$ cat config.mk
export PLATFORM = sky130hd
export DESIGN_NAME = ahb_arbiter
export DESIGN_NICKNAME = d
export VERILOG_FILES = /design/src/rtl/ahb_arbiter.sv
export SDC_FILE = /design/constraint.sdc
export NUM_CORES = 1
export LEC_CHECK = 0
export ABC_AREA = 0
export ABC_CLOCK_PERIOD_IN_PS = 5500
export BUFFER_PORTS_ARGS = -buffer_cell sky130_fd_sc_hd__buf_4
export CORE_UTILIZATION = 38
export DETAILED_ROUTE_END_ITERATION = 8
export PLACE_DENSITY_LB_ADDON = 0.2
export SLEW_MARGIN = 20
export SYNTH_ARGS = -nofsm -noshare
export SYNTH_HDL_FRONTEND = slang
export SYNTH_SLANG_ARGS = --single-unit
$ cat constraint.sdc
create_clock -name hclk -period 5.5 [get_ports hclk]
set_input_delay 0 -clock hclk [delete_from_list [all_inputs] [get_ports hclk]]
set_output_delay 0 -clock hclk [all_outputs]
set_load 0.1 [all_outputs]
$ cat src/rtl/ahb_arbiter.sv
// Four-master AHB arbiter: round-robin grant, parking on DEF_MASTER, fixed-length burst tracking.
// Locked transfers (LOCK state, hmastlock) are built only when AHB_ARB_LOCK_EN is defined.
module ahb_arbiter #(
  parameter int DEF_MASTER = 0
) (
  input  logic       hclk,
  input  logic       hreset,
  input  logic [3:0] hbusreq,
  input  logic [3:0] hlock,
  input  logic [1:0] htrans,
  input  logic [2:0] hburst,
  input  logic       hready,
  output logic [3:0] hgrant,
  output logic [1:0] hmaster,
  output logic       hmastlock
);

  typedef enum logic [1:0] {PARK, OWN, BURST, LOCK} state_t;

  localparam logic [1:0] TR_IDLE   = 2'b00;
  localparam logic [1:0] TR_NONSEQ = 2'b10;
  localparam logic [1:0] TR_SEQ    = 2'b11;
  localparam logic [2:0] HB_SINGLE = 3'b000;
  localparam logic [2:0] HB_INCR   = 3'b001;
  localparam logic [1:0] DEF_IDX   = 2'(DEF_MASTER);
  localparam logic [3:0] DEF_GRANT = 4'b0001 << DEF_IDX;

  state_t     state;
  logic [3:0] beat_cnt;
  logic [3:0] burst_len;
  logic [1:0] grant_idx;
  logic [1:0] win_idx;
  logic [1:0] cand;
  logic       win_found;
  logic       arb_point;
  logic       lock_hold;

  // Beats remaining after the NONSEQ of a fixed-length burst; zero for SINGLE/INCR.
  always_comb begin
    // NOTE: every combinational output gets a default first so no path infers a latch.
    burst_len = 4'd0;
    case (hburst[2:1])
      2'b01:   burst_len = 4'd3;
      2'b10:   burst_len = 4'd7;
      2'b11:   burst_len = 4'd15;
      default: burst_len = 4'd0;
    endcase
  end

  always_comb begin
    grant_idx = '0;
    for (int i = 0; i < 4; i++)
      if (hgrant[i]) grant_idx = 2'(i);
  end

  // Round robin from hmaster+1; scanning the far end first lets the nearest requester win.
  always_comb begin
    win_found = 1'b0;
    win_idx   = DEF_IDX;
    cand      = hmaster;
    for (int k = 4; k >= 1; k--) begin
      cand = hmaster + 2'(k);
      if (hbusreq[cand]) begin
        win_found = 1'b1;
        win_idx   = cand;
      end
    end
  end

  always_comb begin
    arb_point = hready && (state == PARK || htrans == TR_IDLE ||
                (htrans == TR_NONSEQ && hburst == HB_SINGLE) ||
                (state == OWN && hburst == HB_INCR && !hbusreq[hmaster]) ||
                (state == BURST && htrans == TR_NONSEQ) ||
                (state == BURST && htrans == TR_SEQ && beat_cnt == 4'd1));
  end

`ifdef AHB_ARB_LOCK_EN
  assign lock_hold = hlock[hmaster];
`else
  logic unused_hlock;
  assign unused_hlock = ^hlock;
  assign lock_hold    = 1'b0;
`endif

  always_ff @(posedge hclk or posedge hreset) begin
    if (hreset) begin
      state     <= PARK;
      hgrant    <= DEF_GRANT;
      hmaster   <= DEF_IDX;
      hmastlock <= 1'b0;
      beat_cnt  <= 4'd0;
    end else if (hready) begin
      // NOTE: non-blocking so hmaster/hmastlock see the grant from before this edge.
      hmaster <= grant_idx;
`ifdef AHB_ARB_LOCK_EN
      hmastlock <= hlock[grant_idx];
`else
      hmastlock <= 1'b0;
`endif
      if (arb_point) begin
        beat_cnt <= 4'd0;
        if (lock_hold) begin
          state  <= LOCK;
          hgrant <= 4'b0001 << hmaster;
        end else if (win_found) begin
          state  <= OWN;
          hgrant <= 4'b0001 << win_idx;
        end else begin
          state  <= PARK;
          hgrant <= DEF_GRANT;
        end
      end else if (state == BURST) begin
        // BUSY holds the count; only accepted SEQ beats consume it.
        if (htrans == TR_SEQ) beat_cnt <= beat_cnt - 4'd1;
      end else if (state == OWN && htrans == TR_NONSEQ && burst_len != 4'd0) begin
        state    <= BURST;
        beat_cnt <= burst_len;
      end
    end
  end

endmodule
==> results by group, run 1 <==
STA
  • Worst Hold Slack: between 0.02 and 0.03 ns
  • Fin worst setup slack: roughly 3.3 ns
  • # setup viols final: 0
  • Tmin final: 2.225 ns
  • Final Hold Vio Count: 0
  • Max-slew violation count: 0
  • RSZ-0062 raised after global routing: false
  • Final period utilization: between 40% and 50%
  • Setup Skew: between 0.0015 and 0.002 ns
  • Achievable Freq: 0.4495 GHz
  • Setup TNS: 0 ns

Synthesis
  • Cells after Synth: 92
  • Synthesized Nets: 110
  • Post-synthesis async set-or-reset flop share: between 90% and 100%
  • Synthesized area per cell: ~9.2 sq um
  • EDFF count, synth: 0
  • Mapped Area: between 800 and 900 sq um
  • Seq/Total Area, Yosys: ~36%
  • Synth cell types: 42
  • Ys Warns: 0
  • Top FF cell, synth: dfrtp_1
  • Synthesized flop and latch total: 12

CTS
  • Clock tree buffer depth: 2
  • CTS Buf Count: 3
  • Clock Latency Late Sink: 0.27 ns
  • Root buf cell: clkbuf_4
  • H-tree depth: 1
  • TritonCTS clock tree: yes
  • Setup bufs post-CTS: 0
  • TritonCTS Sinks: 12
  • Worst-path clk slew: around 0.080 ns

Detailed routing
  • WL final: 1816 um
  • Post-route DRC: 0
  • Routed vias: 760
  • Vias/cell: 5.547
  • Iter 0 DRT Violations: 11
  • Wire per inst: approximately 13 um
  • Routed Antenna Nets: 0
  • Pre-antenna DRT Iters: 4

Outcome
  • Status: completed

Worst setup path
  • Reg-to-reg setup timing slack: 3.28 ns
  • WS Path Type: reg2reg
  • Reg2reg start: hmaster[0]$_DFFE_PP0P_
  • Slowest-stage cell, CP: mux4_2
  • Top Family by Delay on Critical Path: simple AND/OR/NAND/NOR gates
  • Slowest stage delay, CP: approximately 0.55 ns
  • R2R cell count: 5
  • Worst-path cell chain: mux4_2 -> nor4bb_1 -> or3_1 -> o21ai_1 -> a22o_1
  • Arr. time, crit path: about 2.4 ns
  • Critical path buffers and inverters: 0
  • Crit end category: flip-flop
  • Critical Path Start Type: flip-flop
  • R2r endpoint: beat_cnt[1]$_DFFE_PP0P_
  • CP max FO: 9
  • Required @ worst endpoint: about 5.7 ns

Die
  • Number of I/O pins: 23
  • FP Rows: 16
  • Chip height: between 40 and 50 um
  • Die area: 2419 sq um
  • Initial Util: between 40% and 50%
  • Core Box Area: about 2000 sq um
  • Die width: 49.18 um

Min path
  • Worst hold endpoint: hmaster[0]$_DFFE_PP0P_
  • Hold Path Stages: 2
  • Hold_sp: hready
  • Min-delay worst type: in2reg

GRT
  • Largest net degree at the start of global routing: 15
  • Overall routing resource usage: 16.58%
  • Vias in the first global route: roughly 720
  • Initial antenna violation count: 0
  • First-pass GRT wire length: about 3100 um
  • Overflow after GRT: 0

Finish
  • Final Net Count: ~130
  • N_diodes: 0
  • Share of cells above drive strength 1: between 20% and 30%
  • Commonest non-fill, non-tap cell in the layout: buf_4
  • Fillers: a little over 200
  • Layout area overhead: 20.56%
  • Most frequent cells in the layout: buf_4, dfrtp_1, a21oi_1, inv_1, nor2_1

Power and ir drop
  • Pleak: around 0.00047 uW
  • Worst VDD drop: roughly 0.00030 V
  • Pwr/cell area: 554.6 nW/um^2

Placement
  • Post-detail-place hpwl: 1356 um
  • Placement Setup Slack: between 3 and 4 ns
  • Routability cong.: 0.7197
  • Port Buffers: 17

Flow run
  • Max Cap Viol: 0
## where the power goes
group | internal, uW | switching, uW
Clock | 40.2 | 29.3
Sequential | 122 | 42.9
Combinational | 102 | 229
Total | 265 | 301
## logic make-up after synthesis
| logic type | Yosys count | share of synthesized area (%) |
|---|---|---|
| simple gates | 31 | 21.89 |
| compound gates | 30 | 24.11 |
| flops | 12 | 35.65 |
| buf+inv | 11 | 7.101 |
| mux | 4 | 6.804 |
| fa+ha+maj | 2 | 2.958 |
| other cells | 1 | 0.4434 |
| xor+xnor | 1 | 1.036 |
## stage by stage
stage | util (%) | cell area, sq um | instances | power, uW
after floorplan | - | 845.8 | 92 | 438.8
after global placement | 48.14 | 973.4 | 132 | 493.3
after detailed placement | 48.14 | 973.4 | 132 | 497.8
after CTS | 50.43 | 1020 | 137 | 568.1
after global routing | 50.43 | 1020 | 137 | 601.2
final | 50.43 | 1020 | 137 | 565.6
## flip-flops by register name (all words and copies together), names as in the netlist
name / flops
hmaster: 2
beat_cnt: 4
state: 2
hgrant: 4
## final cells by class
| cell class | count | area, sq um | share of cell area (%) |
|---|---|---|---|
| multi-input combinational | 69 | 484.2 | 47.48 |
| sequential | 12 | 301.5 | 29.57 |
| timing repair buffer | 18 | 137.6 | 13.50 |
| clock buffer | 4 | 36.28 | 3.558 |
| tap | 27 | 33.78 | 3.313 |
| inverter | 7 | 26.28 | 2.577 |
## worst max-delay path by stage
stage	endpoint	slack, ns	cells after the start	start
global placement	beat_cnt[1]$_DFFE_PP0P_	3.30	5	hmaster[0]$_DFFE_PP0P_
finish	beat_cnt[1]$_DFFE_PP0P_	3.28	5	hmaster[0]$_DFFE_PP0P_
global route	beat_cnt[1]$_DFFE_PP0P_	3.09	5	hmaster[0]$_DFFE_PP0P_
floorplan	beat_cnt[1]$_DFFE_PP0P_	2.94	7	hmaster[0]$_DFFE_PP0P_
CTS	beat_cnt[1]$_DFFE_PP0P_	3.27	5	hmaster[0]$_DFFE_PP0P_
detailed placement	beat_cnt[1]$_DFFE_PP0P_	3.27	5	hmaster[0]$_DFFE_PP0P_
## synth_stat cells (2+ instances only)
cell type,instances,area (sq um)
a21oi_1,8,40.04
inv_1,7,26.28
o21ai_0,4,20.02
a21bo_2,2,20.02
nand2_1,3,11.26
or3_1,3,18.77
nor2_1,7,26.28
nand2b_1,5,31.28
a22o_1,2,17.52
nand3_1,2,10.01
o2bb2ai_1,2,17.52
a31oi_1,2,12.51
dfrtp_1,11,275.3
ha_1,2,25.02
buf_6,2,22.52
mux2i_1,2,20.02
nand4_1,2,12.51
o22ai_1,2,12.51
## layer usage
metal  wire, um  track usage [%]  vias up
met5          0                0        -
met4         12            4.412        0
met3         78            3.115        2
met2        873            27.40       24
met1        852            21.94      361
li1           -                -      373
## timing repair
| item | CTS | global route |
|---|---|---|
| hold buffers | 1 | 0 |
| gates resized for setup | 0 | 0 |
| endpoints found under the hold margin | 11 | 0 |
Note: power is estimated with default switching activity, not from simulation.
==> run 2: changes to the inputs <==
- ABC_CLOCK_PERIOD_IN_PS: 5500 -> 2300
- clock period: 5.5 -> 2.3 ns (I/O delays scaled with it)
==> run 2 against run 1 <==
Against the previous run: critical path depth rose by 2; combinational power rose by 150%; cell count rose by 0.73%; first-iteration DRC count rose by 36%; largest cell class unchanged.
==> results by group, run 2 (same netlist as run 1, synthesis figures left out) <==
Placement
  • Port Buffers: 17 (unchanged)
  • Post-detail-place hpwl: 1434 um (+5.8%)
  • Routability cong.: 0.7390 (+2.7%)

STA
  • Max-slew violation count: 0 (unchanged)
  • Achievable Freq: 0.4858 GHz (+8.1%)
  • RSZ-0062 raised after global routing: false
  • # setup viols final: 0 (unchanged)
  • Final period utilization: 89.49% (+49 points)
  • Slew of the pin with the lowest slew margin: 0.5010 ns
  • Setup Skew: 0.004692 ns (+0.002934 ns)
  • Final Hold Vio Count: 0 (unchanged)
  • Tmin final: 2.058 ns (-0.1664 ns)
  • Rel. slew slack: between 60% and 70%
  • Setup TNS: 0 ns (unchanged)

GRT
  • Vias in the first global route: 747 (+4.5%)
  • Overflow after GRT: 0 (unchanged)
  • Largest net degree at the start of global routing: 15 (unchanged)
  • Overall routing resource usage: 17.93% (+1.4 points)
  • Initial antenna violation count: 0 (unchanged)
  • First-pass GRT wire length: 3249 um (+3.3%)

CTS
  • H-tree depth: 1 (unchanged)
  • Setup bufs post-CTS: 0 (unchanged)
  • TritonCTS clock tree: yes
  • CTS Buf Count: 3 (unchanged)
  • Clock tree buffer depth: 2 (unchanged)
  • TritonCTS Sinks: 12 (unchanged)
  • Worst-path clk slew: 0.08 ns (about the same)
  • Clock Latency Late Sink: 0.27 ns (about the same)
  • Post-CTS Resized: 0 (unchanged)
  • Root buf cell: clkbuf_4

Power and ir drop
  • Pwr/cell area: 1343 nW/um^2 (+140%)
  • Worst VDD drop: 0.001016 V (+240%)
  • Pleak: 0.0004695 uW (+0.55%)

Worst setup path
  • Critical Path Start Type: flip-flop
  • Slowest-stage cell, CP: or4bb_1
  • WS Path Type: reg2reg
  • CP max FO: 8 (-1)
  • Crit end category: flip-flop
  • Worst-path cell chain: inv_1 -> ha_1 -> or4bb_1 -> a31oi_1 -> or3_1 -> o21ai_1 -> a22o_1
  • Slowest stage delay, CP: 0.41 ns (-0.14 ns)
  • Top Family by Delay on Critical Path: simple AND/OR/NAND/NOR gates
  • Critical path buffers and inverters: 1 (+1)
  • Required @ worst endpoint: 2.46 ns (-3.20 ns)
  • Arr. time, crit path: 2.22 ns (-0.17 ns)

Finish
  • Final Net Count: 130 (+0.78%)
  • Fillers: 200 (-3.4%)
  • Largest registers: beat_cnt (4), hgrant (4)
  • Post-layout util: 50.93% (+0.50 points)
  • Share of cells above drive strength 1: 27.03% (+2.5 points)
  • N_diodes: 0 (unchanged)
  • Commonest non-fill, non-tap cell in the layout: buf_4
  • Most frequent cells in the layout: buf_4, dfrtp_1, a21oi_1, inv_1, nor2_1
  • Layout area overhead: 21.75%

Die
  • Initial Util: 41.83% (unchanged)
  • Die width: 49.18 um (unchanged)
  • Chip height: 49.18 um (unchanged)
  • Core Box Area: 2022 sq um (unchanged)
  • FP Rows: 16 (unchanged)
  • Number of I/O pins: 23 (unchanged)
  • Die area: 2419 sq um (unchanged)

Detailed routing
  • Vias/cell: 5.609 (+1.1%)
  • Routed vias: 774 (+1.8%)
  • Pre-antenna DRT Iters: 4 (unchanged)
  • Wire per inst: 14.22 um (+7.3%)
  • WL final: 1962 um (+8.0%)
  • Iter 0 DRT Violations: 15 (+4)
  • Routed Antenna Nets: 0 (unchanged)
  • Post-route DRC: 0 (unchanged)

Flow run
  • Max Cap Viol: 0 (unchanged)

Outcome
  • Status: completed

Min path
  • Min-delay worst type: in2reg
[run 2: cell types whose count changed in the layout (fill, tap and decap cells not counted)]
cell / change
dfrtp_2: +2
buf_4: +1
dfrtp_1: -2
[run 2: cell type report]
class	count	area, sq um	area share (%)
Multi-Input combinational cell	69	484.2	47.02
Sequential cell	12	304.0	29.53
Timing Repair Buffer	19	145.1	14.09
Clock buffer	4	36.28	3.524
Tap cell	27	33.78	3.281
Inverter	7	26.28	2.552
[run 2: power breakdown]
| group | switching [uW] | internal (uW) | total (uW) |
|---|---|---|---|
| Combinational | 567 | 255 | 822 |
| Sequential | 93.3 | 297 | 390 |
| Clock | 75.8 | 96.2 | 172 |
[run 2: timing repair]
action | CTS | global route
setup endpoints to repair | 0 | 0
hold buffers | 1 | 0
endpoints found under the hold margin | 11 | 0
[run 2: per-stage QoR]
| stage | setup slack [ns] | std cells | hold WS (ns) | total power [uW] | area (sq um) |
|---|---|---|---|---|---|
| after floorplan | 0.02271 | 92 | -0.1362 | 1052 | 848.3 |
| after global placement | 0.2770 | 133 | 0.04634 | 1198 | 983.4 |
| after detailed placement | 0.2489 | 133 | 0.06555 | 1214 | 983.4 |
| after CTS | 0.2282 | 138 | 0.01188 | 1397 | 1030 |
| after global routing | 0.1063 | 138 | 0.02928 | 1468 | 1030 |
| final | 0.2417 | 138 | 0.02715 | 1383 | 1030 |
[run 2: path summary, 6_finish.rpt]
kind                       depth (start not counted)                 endpoint                     from  slack (ns)
min                                                2   hmaster[0]$_DFFE_PP0P_                   hready        0.03
min reg2reg                                        1  beat_cnt[1]$_DFFE_PP0P_  beat_cnt[1]$_DFFE_PP0P_        0.54
max in group asynchronous                          3   hmaster[0]$_DFFE_PP0P_                   hreset        1.64
min in group asynchronous                          3     state[0]$_DFFE_PP0P_                   hreset        0.30
max                                                7  beat_cnt[1]$_DFFE_PP0P_  beat_cnt[1]$_DFFE_PP0P_        0.24
max reg2reg                                        7  beat_cnt[1]$_DFFE_PP0P_  beat_cnt[1]$_DFFE_PP0P_        0.24
[run 2: layer usage]
metal	global-route usage, %	vias up	part of all wire (%)
li1	-	377	-
met1	21.29	369	45
met2	29.91	26	49
met3	3.427	2	4.4
met4	10.29	0	1.3
met5	0	-	0
==> run 3: changes to the inputs <==
- PLACE_DENSITY_LB_ADDON: 0.2 -> default
==> run 3 against run 2 <==
Against the previous run: via count is 2.1% higher; core utilization stayed put; power is 0.21% lower; setup slack better by 0.0062 ns; critical path type unchanged; die area stayed put; cell area stayed put.
==> results by group, run 3 (same netlist as run 1, synthesis figures left out) <==
Outcome
  • Status: completed

STA
  • Setup Skew: 0.006479 ns (+0.001787 ns)
  • Final Hold Vio Count: 0 (unchanged)
  • Fin worst setup slack: 0.2480 ns (+0.006244 ns)
  • Worst Hold Slack: 0.009594 ns (-0.01756 ns)
  • RSZ-0062 raised after global routing: false
  • Max-slew violation count: 0 (unchanged)
  • Final period utilization: 89.22% (-0.27 points)
  • Tmin final: 2.052 ns (-0.006244 ns)
  • Achievable Freq: 0.4873 GHz (+0.30%)
  • # setup viols final: 0 (unchanged)
  • Setup TNS: 0 ns (unchanged)

Detailed routing
  • Routed vias: 790 (+2.1%)
  • Wire per inst: 13.41 um (-5.7%)
  • Pre-antenna DRT Iters: 4 (unchanged)
  • Routed Antenna Nets: 0 (unchanged)
  • WL final: 1850 um (-5.7%)
  • Vias/cell: 5.725 (+2.1%)
  • Post-route DRC: 0 (unchanged)
  • Iter 0 DRT Violations: 12 (-3)

CTS
  • Setup bufs post-CTS: 0 (unchanged)
  • Worst-path clk slew: 0.07 ns (about the same)
  • TritonCTS Sinks: 12 (unchanged)
  • H-tree depth: 1 (unchanged)
  • Clock Latency Late Sink: 0.28 ns (about the same)
  • CTS Buf Count: 3 (unchanged)
  • Root buf cell: clkbuf_4
  • Clock tree buffer depth: 2 (unchanged)
  • TritonCTS clock tree: yes
  • Post-CTS Resized: 0 (unchanged)
  • Post-cts hold buffer count: 1 (unchanged)

Die
  • Die width: 49.18 um (unchanged)
  • FP Rows: 16 (unchanged)
  • Initial Util: 41.83% (unchanged)
  • Number of I/O pins: 23 (unchanged)
  • Chip height: 49.18 um (unchanged)
  • Die area: 2419 sq um (unchanged)
  • Core Box Area: 2022 sq um (unchanged)

Power and ir drop
  • Worst VDD drop: 0.001162 V (+14%)
  • Pleak: 0.0004695 uW (unchanged)
  • Pwr/cell area: 1341 nW/um^2 (-0.21%)

Worst setup path
  • CP max FO: 8 (unchanged)
  • Arr. time, crit path: 2.22 ns (about the same)
  • Worst setup path start: beat_cnt[1]$_DFFE_PP0P_
  • WS Path Type: reg2reg
  • Slowest stage delay, CP: 0.41 ns (about the same)
  • R2R cell count: 7 (unchanged)
  • Reg-to-reg setup timing slack: 0.25 ns (about the same)
  • Reg2reg start: beat_cnt[1]$_DFFE_PP0P_
  • Crit end category: flip-flop
  • Slowest-stage cell, CP: or4bb_1
  • Critical Path Start Type: flip-flop
  • R2r endpoint: beat_cnt[1]$_DFFE_PP0P_
  • Required @ worst endpoint: 2.47 ns (about the same)
  • Worst-path cell chain: inv_1 -> ha_1 -> or4bb_1 -> a31oi_1 -> or3_1 -> o21ai_1 -> a22o_1

Finish
  • Fin cells: 138 (unchanged)
  • Most frequent cells in the layout: buf_4, dfrtp_1, a21oi_1, inv_1, nor2_1
  • N_diodes: 0 (unchanged)
  • Final Net Count: 130 (unchanged)
  • Largest registers: beat_cnt (4), hgrant (4)
  • Share of cells above drive strength 1: 27.03% (unchanged)
  • Layout area overhead: 21.75% (unchanged)
  • Commonest non-fill, non-tap cell in the layout: buf_4

Flow run
  • Max Cap Viol: 0 (unchanged)

Min path
  • Hold_sp: hready
  • Worst hold endpoint: hmaster[0]$_DFFE_PP0P_
  • Hold Path Stages: 2 (unchanged)
  • Min-delay worst type: in2reg

GRT
  • First-pass GRT wire length: 3098 um (-4.6%)
  • Largest net degree at the start of global routing: 15 (unchanged)
  • Initial antenna violation count: 0 (unchanged)
  • Vias in the first global route: 730 (-2.3%)
  • Overall routing resource usage: 16.79% (-1.1 points)
  • Overflow after GRT: 0 (unchanged)

Placement
  • Placement Setup Slack: 0.2364 ns (-0.01244 ns)
  • Cells after DPL: 133 (unchanged)
  • Routability cong.: 0.8402 (+14%)
  • Port Buffers: 17 (unchanged)
  • Post-detail-place hpwl: 1380 um (-3.8%)
[run 3: cell counts in the layout (fill, tap and decap cells not counted)]
Identical to the previous run, type by type.
[run 3: critical path, delay by kind of cell, from the launching register on]
family | cells | cell delay, ns
flip-flops | 1 | 0.39
AND/OR/NAND/NOR | 2 | 0.73
adder cells (fa/ha/maj) | 1 | 0.14
AO/OA/AOI/OAI | 3 | 0.58
buffers and inverters | 1 | 0.08
[run 3: layout make-up]
type                            count  area [sq um]
Multi-Input combinational cell     69         484.2
Fill cell                         209         992.2
Timing Repair Buffer               19         145.1
Tap cell                           27         33.78
Clock buffer                        4         36.28
Sequential cell                    12         304.0
Inverter                            7         26.28
[run 3: how the worst max path moves through the flow]
stage,endpoint,slack (ns)
2_1_floorplan,beat_cnt[1]$_DFFE_PP0P_,0.02
3_3_place_gp,beat_cnt[1]$_DFFE_PP0P_,0.26
3_5_place_dp,beat_cnt[1]$_DFFE_PP0P_,0.24
4_1_cts,beat_cnt[1]$_DFFE_PP0P_,0.23
5_1_grt,beat_cnt[1]$_DFFE_PP0P_,0.14
6_report,beat_cnt[1]$_DFFE_PP0P_,0.25
[run 3: power by group]
group	switching, uW	internal, uW	leakage [uW]
Clock	76.0	96.4	0.0000210
Sequential	89.8	296	0.000149
Combinational	566	256	0.000300
[run 3: through the flow]
stage               power (uW)  instance area [sq um]  util (%)
global route              1463                   1030     50.93
CTS                       1390                   1030     50.93
floorplan                 1052                  848.3         -
finish                    1381                   1030     50.93
detailed placement        1211                  983.4     48.64
global placement          1203                  983.4     48.64
[run 3: routing by layer]
layer  GRT usage, %  share of wire, %  vias to the layer above
li1               -                 -                      378
met1          20.62                43                      375
met2          26.94                48                       30
met3          2.492               5.4                        7
met4          11.27               3.1                        0
met5              0                 0                        -
